## config.mk

```make
export PLATFORM = sky130hd
export DESIGN_NAME = sram_slot_arbiter
export DESIGN_NICKNAME = d
export VERILOG_FILES = /design/src/rtl/bk_sram_pkg.sv /design/src/rtl/sram_bus_mux.sv /design/src/rtl/sram_slot_arbiter.sv
export SDC_FILE = /design/constraint.sdc
export NUM_CORES = 1
export LEC_CHECK = 0
export CAP_MARGIN = 20
export CORE_MARGIN = 5
export CORE_UTILIZATION = 34
export DETAILED_ROUTE_END_ITERATION = 10
export GPL_ROUTABILITY_DRIVEN = 1
export PLACE_DENSITY = 0.8
export SLEW_MARGIN = 20
export SYNTH_ARGS = -nofsm -noshare
export SYNTH_HDL_FRONTEND = slang
export SYNTH_SLANG_ARGS = --single-unit
```

## constraint.sdc

```tcl
create_clock -name clk -period 2.5 [get_ports clk]
set_clock_uncertainty 0.05 [all_clocks]
set_input_delay 0.625 -clock clk [delete_from_list [all_inputs] [get_ports clk]]
set_output_delay 0.625 -clock clk [all_outputs]
set_load 0.02 [all_outputs]
```

## src/rtl/bk_sram_pkg.sv

```systemverilog
// Shared types and helpers for the SRAM slot arbiter: FSM states, strobe bundle,
// byte-lane encoding and CPU byte-address to SRAM word-address conversion.
package bk_sram_pkg;

  localparam int         AW_DEFAULT         = 18;
  localparam int         DW_DEFAULT         = 16;
  localparam logic [3:0] VIDEO_SLOT_DEFAULT = 4'd0;

  typedef enum logic [2:0] {
    IDLE,
    ACCESS,
    REPLY,
    RELEASE,
    DBG
  } state_e;

  typedef struct packed {
    logic oe_n;
    logic we_n;
    logic lb_n;
    logic ub_n;
    logic wdata_oe;
  } strobe_t;

  localparam strobe_t STROBE_IDLE  = '{oe_n: 1'b1, we_n: 1'b1, lb_n: 1'b1, ub_n: 1'b1, wdata_oe: 1'b0};
  localparam strobe_t STROBE_VIDEO = '{oe_n: 1'b0, we_n: 1'b1, lb_n: 1'b0, ub_n: 1'b0, wdata_oe: 1'b0};

  typedef struct packed {
    logic lb_n;
    logic ub_n;
  } lanes_t;

  // A byte access enables only the lane selected by address bit 0; words enable both.
  function automatic lanes_t byte_lanes(input logic byte_acc, input logic odd);
    lanes_t l;
    l.lb_n = byte_acc & odd;
    l.ub_n = byte_acc & ~odd;
    return l;
  endfunction

  function automatic logic [14:0] ram_word_addr(input logic [15:0] cpu_adr);
    return 15'(cpu_adr >> 1);
  endfunction

endpackage

```

## src/rtl/sram_bus_mux.sv

```systemverilog
// Final SRAM pin mux: the video slot overrides whichever master the FSM has
// handed the bus to (debug host while granted, otherwise the CPU access path).
module sram_bus_mux
  import bk_sram_pkg::*;
#(
  parameter int AW = AW_DEFAULT,
  parameter int DW = DW_DEFAULT
) (
  input  logic          video_slot,
  input  logic [AW-1:0] vid_addr,
  input  logic [AW-1:0] fsm_addr,
  input  logic [DW-1:0] fsm_wdata,
  input  strobe_t       fsm_strobe,
  input  logic          dbg_own,
  input  logic [AW-1:0] dbg_addr,
  input  logic [DW-1:0] dbg_wdata,
  input  strobe_t       dbg_strobe,
  output logic [AW-1:0] ram_addr,
  output logic [DW-1:0] ram_wdata,
  output strobe_t       strobe,
  output logic          vid_load
);

  // NOTE: every output gets a value before any branch, so no latch can be inferred.
  always_comb begin
    ram_addr  = fsm_addr;
    ram_wdata = fsm_wdata;
    strobe    = fsm_strobe;
    if (dbg_own) begin
      ram_addr  = dbg_addr;
      ram_wdata = dbg_wdata;
      strobe    = dbg_strobe;
    end
    if (video_slot) begin
      ram_addr = vid_addr;
      strobe   = STROBE_VIDEO;
    end
  end

  assign vid_load = video_slot;

endmodule

```

## src/rtl/sram_slot_arbiter.sv

```systemverilog
// Time-slot arbiter for the shared SRAM (video / CPU / debug host).
// Define SRAM_ARB_DBG_EN to enable the debug hold/grant path; otherwise it is inert.
module sram_slot_arbiter
  import bk_sram_pkg::*;
#(
  parameter int         AW         = AW_DEFAULT,
  parameter int         DW         = DW_DEFAULT,
  parameter logic [3:0] VIDEO_SLOT = VIDEO_SLOT_DEFAULT
) (
  input  logic          clk,
  input  logic          reset_n,
  input  logic [3:0]    phase_i,
  input  logic [AW-1:0] vid_addr_i,
  output logic          vid_load_o,
  input  logic          cpu_rd_i,
  input  logic          cpu_wt_i,
  input  logic [15:0]   cpu_adr_i,
  input  logic          cpu_byte_i,
  input  logic [DW-1:0] cpu_data_i,
  output logic [DW-1:0] cpu_data_o,
  output logic          cpu_reply_o,
  input  logic          dbg_req_i,
  output logic          dbg_gnt_o,
  input  logic [AW-1:0] dbg_addr_i,
  input  logic          dbg_oe_n_i,
  input  logic          dbg_we_n_i,
  input  logic [DW-1:0] dbg_data_i,
  output logic [DW-1:0] dbg_data_o,
  output logic [AW-1:0] ram_addr_o,
  output logic [DW-1:0] ram_wdata_o,
  output logic          ram_wdata_oe_o,
  input  logic [DW-1:0] ram_data_i,
  output logic          ram_oe_n_o,
  output logic          ram_we_n_o,
  output logic          ram_lb_n_o,
  output logic          ram_ub_n_o
);

  state_e        state, state_next;
  strobe_t       acc_strobe, dbg_strobe, bus_strobe;
  logic [AW-1:0] acc_addr;
  logic [DW-1:0] acc_wdata;
  logic [3:0]    phase_next;
  logic          cpu_req, slot_ok, video_slot;
  logic          dbg_req, gnt;
  lanes_t        lanes;

  assign phase_next = phase_i + 4'd1;
  assign video_slot = (phase_i == VIDEO_SLOT);
  // An access started now occupies the next phase, which must not be the video slot.
  assign slot_ok    = (phase_next != VIDEO_SLOT);
  assign cpu_req    = cpu_rd_i | cpu_wt_i;
  assign lanes      = byte_lanes(cpu_byte_i, cpu_adr_i[0]);

`ifdef SRAM_ARB_DBG_EN
  assign dbg_req    = dbg_req_i;
  assign dbg_strobe = '{oe_n: dbg_oe_n_i, we_n: dbg_we_n_i, lb_n: 1'b0, ub_n: 1'b0,
                        wdata_oe: ~dbg_we_n_i};

  always_ff @(posedge clk) begin
    if (!reset_n) gnt <= 1'b0;
    else          gnt <= (state == DBG) && dbg_req_i;
  end

  assign dbg_data_o = gnt ? ram_data_i : '0;
`else
  logic dbg_unused;
  assign dbg_unused = dbg_req_i ^ dbg_oe_n_i ^ dbg_we_n_i;
  assign dbg_req    = 1'b0;
  assign dbg_strobe = STROBE_IDLE;
  assign gnt        = 1'b0;
  assign dbg_data_o = '0;
`endif

  // NOTE: state is updated with non-blocking assignments so all flops see pre-edge values.
  always_ff @(posedge clk) begin
    if (!reset_n) state <= IDLE;
    else          state <= state_next;
  end

  always_comb begin
    state_next = state;
    unique case (state)
      IDLE: begin
        if (cpu_req) begin
          if (slot_ok) state_next = ACCESS;
        end else if (dbg_req) begin
          state_next = DBG;
        end
      end
      ACCESS:  state_next = REPLY;
      REPLY:   state_next = RELEASE;
      RELEASE: if (!cpu_req) state_next = IDLE;
      DBG:     if (!dbg_req) state_next = IDLE;
      default: state_next = IDLE;
    endcase
  end

  always_comb begin
    cpu_reply_o = (state == REPLY);
    dbg_gnt_o   = gnt;
  end

  // Strobes for the ACCESS cycle are captured on entry; a simultaneous rd+wt is a write.
  always_ff @(posedge clk) begin
    if (!reset_n) begin
      acc_strobe <= STROBE_IDLE;
      acc_addr   <= '0;
      acc_wdata  <= '0;
    end else if (state_next == ACCESS) begin
      acc_strobe.oe_n     <= ~(cpu_rd_i & ~cpu_wt_i);
      acc_strobe.we_n     <= ~cpu_wt_i;
      acc_strobe.wdata_oe <= cpu_wt_i;
      acc_strobe.lb_n     <= lanes.lb_n;
      acc_strobe.ub_n     <= lanes.ub_n;
      acc_addr            <= AW'(ram_word_addr(cpu_adr_i));
      acc_wdata           <= cpu_data_i;
    end else begin
      acc_strobe <= STROBE_IDLE;
    end
  end

  always_ff @(posedge clk) begin
    if (!reset_n)                                  cpu_data_o <= '0;
    else if (state == ACCESS && !acc_strobe.oe_n)  cpu_data_o <= ram_data_i;
  end

  sram_bus_mux #(.AW(AW), .DW(DW)) u_mux (
    .video_slot (video_slot),
    .vid_addr   (vid_addr_i),
    .fsm_addr   (acc_addr),
    .fsm_wdata  (acc_wdata),
    .fsm_strobe (acc_strobe),
    .dbg_own    (gnt),
    .dbg_addr   (dbg_addr_i),
    .dbg_wdata  (dbg_data_i),
    .dbg_strobe (dbg_strobe),
    .ram_addr   (ram_addr_o),
    .ram_wdata  (ram_wdata_o),
    .strobe     (bus_strobe),
    .vid_load   (vid_load_o)
  );

  assign ram_oe_n_o     = bus_strobe.oe_n;
  assign ram_we_n_o     = bus_strobe.we_n;
  assign ram_lb_n_o     = bus_strobe.lb_n;
  assign ram_ub_n_o     = bus_strobe.ub_n;
  assign ram_wdata_oe_o = bus_strobe.wdata_oe;

endmodule

```

==> results.md, run 1 <==
- Synth Flop Type: dfxtp_1
- Final period util: 0.9880
- Setup-failing EPs final: 0
- Ratio of cells with drive above 1 in the final layout: 0.1572
- Initial antenna violation count: 0
- Vias: 2,265
- Slew Viols, Final: 0
- Startpoint types: input port
- Max Freq: 404.8 MHz
- Fin area: a little over 4000 um2
- Core footprint: around 7000 um2
- Die ar.: a little over 9000 um2
- Sequential element share of the synthesized area: 0.4411
- RSZ-0062 raised after global routing: true
- Setup slack after layout: 0.02988 ns
- Largest net degree at the start of global routing: 37
- Worst path max stage delay: 0.38 ns
- DR vias/cell: about 4.5
- Initial DRC count: 70
- Power share of the combinational group: 0.241
- Pint: 1.431 mW
- Gpl congestion: ~0.7
- Area Growth Syn to Fin: 61.55%
- Worst r2r src: state[2]
- Crit. End Element: output pin
- Gr ovfl total: 0
- GRT Total Usage: 0.1448
- Clock buffers created by TritonCTS: 5
- Critical path class: input port to output pin
- DRT Pass-1 Iters: 4
- EDFF count, synth: 0
- Most numerous cell in the Yosys netlist: nand2_1
- DP HPWL: a little over 5000 um
- Synth Cell Area: 2496 um2
- Worst Tran Pin Value: 0.7874 ns
- Area share of the largest cell type after synthesis: 0.4411
- Yosys reg bits: 55
- # H-tree levels: 2
- Slowest-stage cell, CP: nor4_4
- Hold Buf Count CTS: 0
- CP cell instances: buf_6 > nor4_4 > clkbuf_16 > mux2_4 > buf_6
- Sequential Power Share: 0.486
- Die height: 95.69 um
- Sw frac: 0.2616
- Fraction of registers with async set/reset: 0
- Synthesized instance count: 278
- Avg Cell Area, Syn: 8.979 um2
- Worst-path clk slew: roughly 0.090 ns
- Fin crit period: between 2 and 2.5 ns
- Clock Power Share: 0.273
- Hold crit path type: flip-flop to flip-flop
- Initial Util: 0.3460
- Global-route wire length before repair: 10,490 um
- FILL cells: roughly 650
- Psw: 507.0 uW
- Max VDD drop: 0.0002460 V
- Sink Count: 55
- Crit path top cell by count: buf_6
- Vias in the first global route: ~2,300
- Core Rows: 31
- Port bufs: 131
- Yosys warns: 0
- Critical Path AT: 1.80 ns
- Min-delay src: cpu_data_o[2]
- Synth area leaders: dfxtp_1 44%, nand2_1 14%, mux2i_1 12%
- Synth area leader: dfxtp_1
- Clk buf depth: 2
- Max FO, Critical Path: 8
- Final Net Count: 518
- Die width: 95.69 um
- CTS tree: yes
- Synth cell count leaders: 95 x nand2_1, 55 x dfxtp_1, 31 x mux2i_1
- CP Launch Point: phase_i[0]
- Power, Total: 1.938 mW
- Final hold viol count: 0
- Max Cap Viol: 0
- Ant. Diodes: 0
- Setup WS pre-CTS: -0.7017 ns
- ANT nets after route: 0
- Status: complete, no violations
- Post-DP Area: 3854 um2
- Later-pin clock latency in the skew report: ~0.3 ns
- Required @ worst endpoint: 1.82 ns
- Io pins: 186
- Max-slew headroom: 0.4728
- Total routed wirelength: 6814 um
- DRC: 0
- CTS root buf: clkbuf_8
- Power Density: 480.7 nW/um2
- Routed length per instance: 13.47 um
- Leakage: roughly 1.6 nW
- Netlist cell types: 30
==> power by group through the flow <==
stage / logic [mW] / clock network [mW] / registers [mW]
after detailed placement: 0.448 / 0 / 0.962
after CTS: 0.452 / 0.555 / 0.943
after global placement: 0.442 / 0 / 0.960
final: 0.467 / 0.528 / 0.943
after floorplan: 0.219 / 0 / 0.979
after global routing: 0.500 / 0.590 / 0.948
==> placed cells by master (no fill, tap or decap), types with 6 or more instances in the layout <==
| cell | count |
|---|---|
| clkdlybuf4s50_1 | 102 |
| nand2_1 | 95 |
| dfxtp_1 | 55 |
| mux2i_1 | 31 |
| buf_6 | 19 |
| conb_1 | 18 |
| a21oi_1 | 16 |
| mux2_4 | 15 |
| clkbuf_8 | 7 |
| buf_2 | 6 |
==> metrics by stage <==
| stage | std cells | setup TNS, ns | hold WS, ns | utilization |
|---|---|---|---|---|
| after floorplan | 295 | 0 | 0.3822 | - |
| after global placement | 497 | -14.65 | 0.3910 | 0.5342 |
| after detailed placement | 497 | -15.25 | 0.3967 | 0.5342 |
| after CTS | 507 | 0 | 0.4120 | 0.5510 |
| after global routing | 506 | -0.04910 | 0.4286 | 0.5590 |
| final | 506 | 0 | 0.4072 | 0.5590 |
==> worst max-delay path: cells and delay by family <==
family | cells | cell delay [ns]
muxes | 1 | 0.31
buffers and inverters | 3 | 0.48
and+or+nand+nor | 1 | 0.38
==> layer usage <==
| layer | up-vias | share of wire | wire length, um | global-route usage |
|---|---|---|---|---|
| li1 | 1130 | - | - | - |
| met2 | 92 | 0.49 | 3346 | 0.2548 |
| met5 | - | 0 | 0 | 0 |
| met3 | 10 | 0.096 | 654 | 0.05288 |
| met1 | 1033 | 0.39 | 2668 | 0.1599 |
| met4 | 0 | 0.021 | 144 | 0.04976 |
==> flip-flops by register name (all words and copies together) (netlist names) <==
| register | count |
|---|---|
| acc_strobe | 5 |
| cpu_data_o | 16 |
| state | 3 |
| acc_addr | 15 |
| acc_wdata | 16 |
==> repair_timing <==
action / in CTS / in global routing
cloned: 1 / 0
resized for setup: 128 / 31
setup endpoints to repair: 24 / 21
setup buffers: 1 / 0
pin swaps: 1 / 1
==> cell type report <==
cell class	instances	area [um2]	area share
tap	99	123.9	0.03072
inverter	2	7.507	0.001862
timing repair buffer	138	1408	0.3491
sequential	55	1101	0.2730
clock inverter	1	7.507	0.001862
clock buffer	7	96.34	0.02389
multi-input combinational	204	1289	0.3196
==> path summary, 6_finish.rpt <==
path | to | slack [ns] | cells after the start
min reg2reg | cpu_data_o[2] | 0.41 | 2
max reg2reg | cpu_data_o[14] | 0.90 | 3
max | ram_addr_o[11] | 0.03 | 5
min | cpu_data_o[2] | 0.41 | 2
==> cell families after synthesis <==
group	Yosys count	synth area share
muxes	46	0.1920
AOI/OAI and AO/OA	19	0.04562
other	1	0.001502
DFF	55	0.4411
buffers and inverters	36	0.09072
and+or+nand+nor	121	0.2291
No activity file was read; power rests on OpenSTA's default activity.
==> inputs of run 2 (changes only) <==
==> constraint.sdc (replaced) <==
create_clock -name clk -period 2.5 [get_ports clk]
set_clock_uncertainty 0.05 [all_clocks]
set_input_delay 0.625 -clock clk [delete_from_list [all_inputs] [get_ports clk]]
set_output_delay 0.625 -clock clk [all_outputs]
set_load 0.05 [all_outputs]
==> run 2 against run 1 <==
Count of clock-buffer cells in the layout decreased by 2. Sequential power is essentially flat. Critical path depth is 1 higher. Die area unchanged. First-iteration DRC count fell by 17%. Setup slack got worse by 0.017 ns. Sequential cell count unchanged. Hold slack better by 0.0018 ns. Cell area up 1.8%. Core utilization up 1.0 points. Critical path type unchanged. Critical endpoint is now ram_addr_o[10]. Largest cell class unchanged. Highest routed layer unchanged.
==> results.md, run 2 (synthesized netlist as in run 1, its figures left out) <==
- Status: complete, no violations
- Setup-failing EPs final: 0 (unchanged)
- CTS tree: yes
- Initial DRC count: 58 (-17%)
- Clk buf depth: 2 (unchanged)
- Worst Tran Pin Value: 0.7795 ns (-0.007903 ns)
- Max-slew headroom: 0.4781 (+0.005290)
- Initial Util: 0.3460 (unchanged)
- Ant. Diodes: 0 (unchanged)
- Ratio of cells with drive above 1 in the final layout: 0.1716 (+0.01432)
- Commonest non-fill, non-tap cell in the layout: clkdlybuf4s50_1
- DP HPWL: 5016 um (-1.5%)
- CTS root buf: clkbuf_8
- Final period util: 0.9947 (+0.006698)
- Largest net degree at the start of global routing: 45 (+22%)
- Setup WS pre-CTS: -0.3281 ns (+0.3735 ns)
- Clock buffers created by TritonCTS: 5 (unchanged)
- Cell Count, Final, Fillers Out: 507 (+0.20%)
- Most frequent cells in the layout: 101 x clkdlybuf4s50_1, 95 x nand2_1, 55 x dfxtp_1, 31 x mux2i_1, 18 x conb_1
- Final hold viol count: 0 (unchanged)
- Final Net Count: 519 (+0.19%)
- ANT nets after route: 0 (unchanged)
- Later-pin clock latency in the skew report: 0.30 ns (about the same)
- Crit. End Element: output pin
- Gr ovfl total: 0 (unchanged)
- Initial antenna violation count: 0 (unchanged)
- Power, Total: 2.040 mW (+5.2%)
- Core Rows: 31 (unchanged)
- Critical Path AT: 1.81 ns (about the same)
- Setup slack after layout: 0.01314 ns (-0.01674 ns)
- Routed length per instance: 13.29 um (-1.3%)
- Sink Count: 55 (unchanged)
- Slew Viols, Final: 0 (unchanged)
- RSZ-0062 raised after global routing: true
- # H-tree levels: 2 (unchanged)
- Core footprint: 7214 um2 (unchanged)
- DR vias/cell: 4.440 (-0.81%)
- Vias in the first global route: 2,307 (-0.13%)
- Die ar.: 9156 um2 (unchanged)
- Hold crit path type: flip-flop to flip-flop
- DRC: 0 (unchanged)
- Total routed wirelength: 6736 um (-1.1%)
- Power Density: 496.9 nW/um2 (+3.4%)
- GRT Total Usage: 0.1455 (+0.0007039)
- Vias: 2,251 (-0.62%)
- Registers with the most flip-flops: acc_wdata (16), cpu_data_o (16), acc_addr (15)
- Max Cap Viol: 0 (unchanged)
- Io pins: 186 (unchanged)
- Max FO, Critical Path: 8 (unchanged)
- Global-route wire length before repair: 10,540 um (+0.40%)
- DRT Pass-1 Iters: 4 (unchanged)
- Max VDD drop: 0.0002741 V (+11%)
- Port bufs: 131 (unchanged)
- Startpoint types: input port
- Die height: 95.69 um (unchanged)
- Max Freq: 402.1 MHz (-0.67%)
- Gpl congestion: 0.7335 (+3.5%)
- Leakage: 1.611 nW (+1.9%)
- Inst Count DP: 496 (-0.20%)
- Critical path class: input port to output pin
- Fin crit period: 2.487 ns (+0.01674 ns)
- Final Hold Slack: 0.4090 ns (+0.001763 ns)
- Required @ worst endpoint: 1.82 ns (about the same)
- Area Growth Syn to Fin: 64.46%
- Worst-path clk slew: 0.10 ns (about the same)
- Die width: 95.69 um (unchanged)
run 2: cell types whose count changed in the layout (fill, tap and decap cells not counted), moves of 4 or more:
cell / change
buf_4: +4
mux2_4: -8
buf_8: +7
buf_2: -4
mux2_2: +8
buf_6: -8
buf_12: +7
run 2: per-layer routing:
metal  up-vias  GRT usage  part of all wire
met5         -          0                 0
met4         0    0.04265             0.013
met1      1018     0.1614              0.37
met3         9    0.05919              0.11
li1       1131          -                 -
met2        93     0.2542              0.51
run 2: through the flow:
stage          instance area (um2)    util  TNS [ns]
4_1_cts                       4068  0.5638    -1.184
6_report                      4105  0.5690         0
5_1_grt                       4105  0.5690   -0.3984
3_3_place_gp                  3859  0.5349    -6.647
2_1_floorplan                 2562       -         0
3_5_place_dp                  3859  0.5349    -6.984
run 2: worst paths after layout:
path / slack [ns] / startpoint / endpoint / depth (start not counted)
worst max-delay path: 0.01 / phase_i[1] / ram_addr_o[10] / 6
worst min-delay path: 0.41 / acc_wdata[6] / acc_wdata[6] / 2
worst max register to register: 0.91 / state[1] / cpu_data_o[2] / 3
worst min register to register: 0.41 / acc_wdata[6] / acc_wdata[6] / 2
run 2: area by class of cell:
| class | instances | area [um2] |
|---|---|---|
| fillers | 625 | 3109 |
| repair buffers | 139 | 1519 |
| multi-input cells | 204 | 1266 |
| flip-flops and latches | 55 | 1101 |
| well taps | 99 | 123.9 |
| clock buffers | 5 | 68.82 |
| clock inverters | 3 | 18.77 |
| inverters | 2 | 7.507 |
run 2: power breakdown:
part	internal, mW	leakage [nW]	switching (mW)
clock network	0.198	0.0483	0.280
registers	0.918	0.449	0.0235
logic	0.276	1.11	0.345
total	1.39	1.61	0.649
run 2: timing repair:
item                                    4_1_cts  5_1_grt
gates cloned                                  1        0
pin swaps                                     1        1
endpoints found under the setup margin       24       23
hold buffers                                  0        0
resized for setup                            42        9
buffers inserted                              0        2
run 2: critical path, cell delays in order:
cell,delay (ns)
buf_6,0.10
nor4_4,0.29
buf_4,0.17
clkbuf_16,0.16
mux2_4,0.32
buf_8,0.15
==> inputs of run 3 (changes only) <==
--- a/config.mk
+++ b/config.mk
@@ -10,7 +10,7 @@
 export CORE_UTILIZATION = 34
 export DETAILED_ROUTE_END_ITERATION = 10
 export GPL_ROUTABILITY_DRIVEN = 1
-export PLACE_DENSITY = 0.8
+export PLACE_DENSITY = 0.86
 export SLEW_MARGIN = 20
 export SYNTH_ARGS = -nofsm -noshare
 export SYNTH_HDL_FRONTEND = slang
==> run 3 against run 2 <==
Via count up 2.1%. Critical endpoint is now ram_addr_o[8]. Critical path type unchanged. First-iteration DRC count is 5.2% higher. Non-clock buffer count grew 2. Combinational power increased by 6.0%. Final cell count grew 0.39%. Sequential cell count unchanged. Wire length grew 5.3%. Clock power rose by 27%. Die area unchanged.
==> results.md, run 3 (synthesized netlist as in run 1, its figures left out) <==
- Status: complete, no violations
- Clk buf depth: 2 (unchanged)
- Crit path buffers/inverters: 4 (unchanged)
- Largest net degree at the start of global routing: 57 (+27%)
- Critical path class: input port to output pin
- Pint: 1.547 mW (+11%)
- Worst-case reg-to-reg path depth: 3 (unchanged)
- Initial Util: 0.3460 (unchanged)
- Die height: 95.69 um (unchanged)
- Worst R2R Setup Slack: 0.90 ns (about the same)
- DRC: 0 (unchanged)
- Final Hold Slack: 0.4062 ns (-0.002776 ns)
- Max Cap Viol: 0 (unchanged)
- Routed length per instance: 13.93 um (+4.9%)
- Commonest non-fill, non-tap cell in the layout: clkdlybuf4s50_1
- Sw frac: 0.2984 (-0.01957)
- ANT nets after route: 0 (unchanged)
- Ant. Diodes: 0 (unchanged)
- GRT Total Usage: 0.1553 (+0.009737)
- Slowest-stage cell, CP: mux2_4
- Final period util: 0.9773 (-0.01746)
- Max FO, Critical Path: 8 (unchanged)
- CTS tree: yes
- Crit Reg-Reg Endpoint: cpu_data_o[7]
- Hold crit path type: flip-flop to flip-flop
- Min-delay src: cpu_data_o[13]
- DR vias/cell: 4.515 (+1.7%)
- FILL cells: 590 (-5.6%)
- Sink Count: 55 (unchanged)
- Max Freq: 409.3 MHz (+1.8%)
- Global-route wire length before repair: 11,100 um (+5.4%)
- Top delay family on crit path: buffers and inverters
- Area Growth Syn to Fin: 69.72%
- Fin crit period: 2.443 ns (-0.04364 ns)
- Power share of the combinational group: 0.298 (-0.006)
- Registers with the most flip-flops: acc_wdata (16), cpu_data_o (16), acc_addr (15)
- Most frequent cells in the layout: 101 x clkdlybuf4s50_1, 95 x nand2_1, 55 x dfxtp_1, 31 x mux2i_1, 21 x buf_12
- DRT Pass-1 Iters: 4 (unchanged)
- Port bufs: 131 (unchanged)
- Worst path max stage delay: 0.33 ns (about the same)
- Psw: 658.0 uW (+1.4%)
- Die ar.: 9156 um2 (unchanged)
- Initial DRC count: 61 (+5.2%)
- Power Density: 520.5 nW/um2 (+4.7%)
- Crit path top cell by count: buf_6
- Later-pin clock latency in the skew report: 0.30 ns (about the same)
- Hold Crit Endpoint: cpu_data_o[13]
- Crit. End Element: output pin
- CP cell instances: buf_6 > nor4_4 > buf_6 > buf_6 > mux2_4 > buf_12
- Hold path depth: 2 (unchanged)
- Required @ worst endpoint: 1.82 ns (about the same)
- Setup-failing EPs final: 0 (unchanged)
- Core footprint: 7214 um2 (unchanged)
- DP HPWL: 5290 um (+5.5%)
- Max VDD drop: 0.0002598 V (-5.2%)
- Clock Power Share: 0.276 (+0.042)
- Startpoint types: input port
- CTS root buf: clkbuf_8
- # H-tree levels: 2 (unchanged)
- Clock buffers created by TritonCTS: 5 (unchanged)
- Ratio of cells with drive above 1 in the final layout: 0.1683 (-0.003276)
- Leakage: 1.658 nW (+2.9%)
- Vias in the first global route: 2,341 (+1.5%)
- Slew Viols, Final: 0 (unchanged)
- Sequential Power Share: 0.427 (-0.034)
- Fin area: 4237 um2 (+3.2%)
- Worst-path clk slew: 0.09 ns (about the same)
- Core Rows: 31 (unchanged)
- Die width: 95.69 um (unchanged)
- RSZ-0062 raised after global routing: true
- Critical Path AT: 1.77 ns (-0.04 ns)
- Worst Tran Pin Value: 0.8483 ns (+0.06878 ns)
- CP Launch Point: phase_i[1]
- Max-slew headroom: 0.4321 (-0.04605)
- Post-DP Area: 4029 um2 (+4.4%)
- Final hold viol count: 0 (unchanged)
- Vias: 2,298 (+2.1%)
- Io pins: 186 (unchanged)
- Hold Buf Count CTS: 0 (unchanged)
- Gr ovfl total: 0 (unchanged)
- Worst r2r src: state[2]
- Gpl congestion: 0.6868 (-6.4%)
- Initial antenna violation count: 0 (unchanged)
- Final Net Count: 521 (+0.39%)
- Total routed wirelength: 7092 um (+5.3%)
[run 3: cell type report]
type	instances	area, um2	area share
multi-input combinational	204	1291	0.3048
inverter	2	7.507	0.001772
clock inverter	2	35.03	0.008269
clock buffer	6	82.58	0.01949
sequential	55	1101	0.2599
timing repair buffer	141	1595	0.3766
tap	99	123.9	0.02924
[run 3: per-layer routing]
metal	up-vias	track usage	part of all wire
li1	1139	-	-
met1	1050	0.1750	0.38
met2	98	0.2658	0.50
met3	11	0.06235	0.10
met4	0	0.05095	0.018
met5	-	0	0
[run 3: per-stage QoR]
stage               setup TNS, ns  utilization  std cells  setup WS (ns)  power, mW
finish                          0       0.5872        509        0.05678      2.205
detailed placement         -6.492       0.5584        497        -0.3435      1.599
CTS                      -0.04106       0.5971        512      -0.005490      2.234
global placement           -6.125       0.5584        497        -0.3276      1.590
global route             -0.01052       0.5872        509      -0.004794      2.301
floorplan                       0            -        295        0.04058      1.333
[run 3: power by group through the flow]
stage	Sequential [mW]	Combinational, mW	Clock, mW
2_1_floorplan	1.02	0.313	0
3_3_place_gp	0.959	0.631	0
3_5_place_dp	0.960	0.639	0
4_1_cts	0.941	0.665	0.628
5_1_grt	0.947	0.689	0.665
6_report	0.941	0.657	0.608
[run 3: worst max path at each step]
| stage | cells past startpoint | to |
|---|---|---|
| final | 6 | ram_addr_o[8] |
| after global routing | 6 | ram_addr_o[11] |
| after CTS | 7 | ram_addr_o[4] |
| after detailed placement | 5 | ram_addr_o[9] |
| after global placement | 5 | ram_addr_o[5] |
| after floorplan | 3 | ram_addr_o[14] |
[run 3: worst reg2reg max path, stage by stage, from the launching register on]
cell     delay, ns
dfxtp_1       0.37
or4b_1        0.81
nand2_1       0.17
a21oi_1       0.07
[run 3: timing repair]
item	CTS	global route
gates cloned	2	0
pin swaps	1	1
gates resized for setup	38	1
setup buffers	5	0
endpoints found under the setup margin	24	18
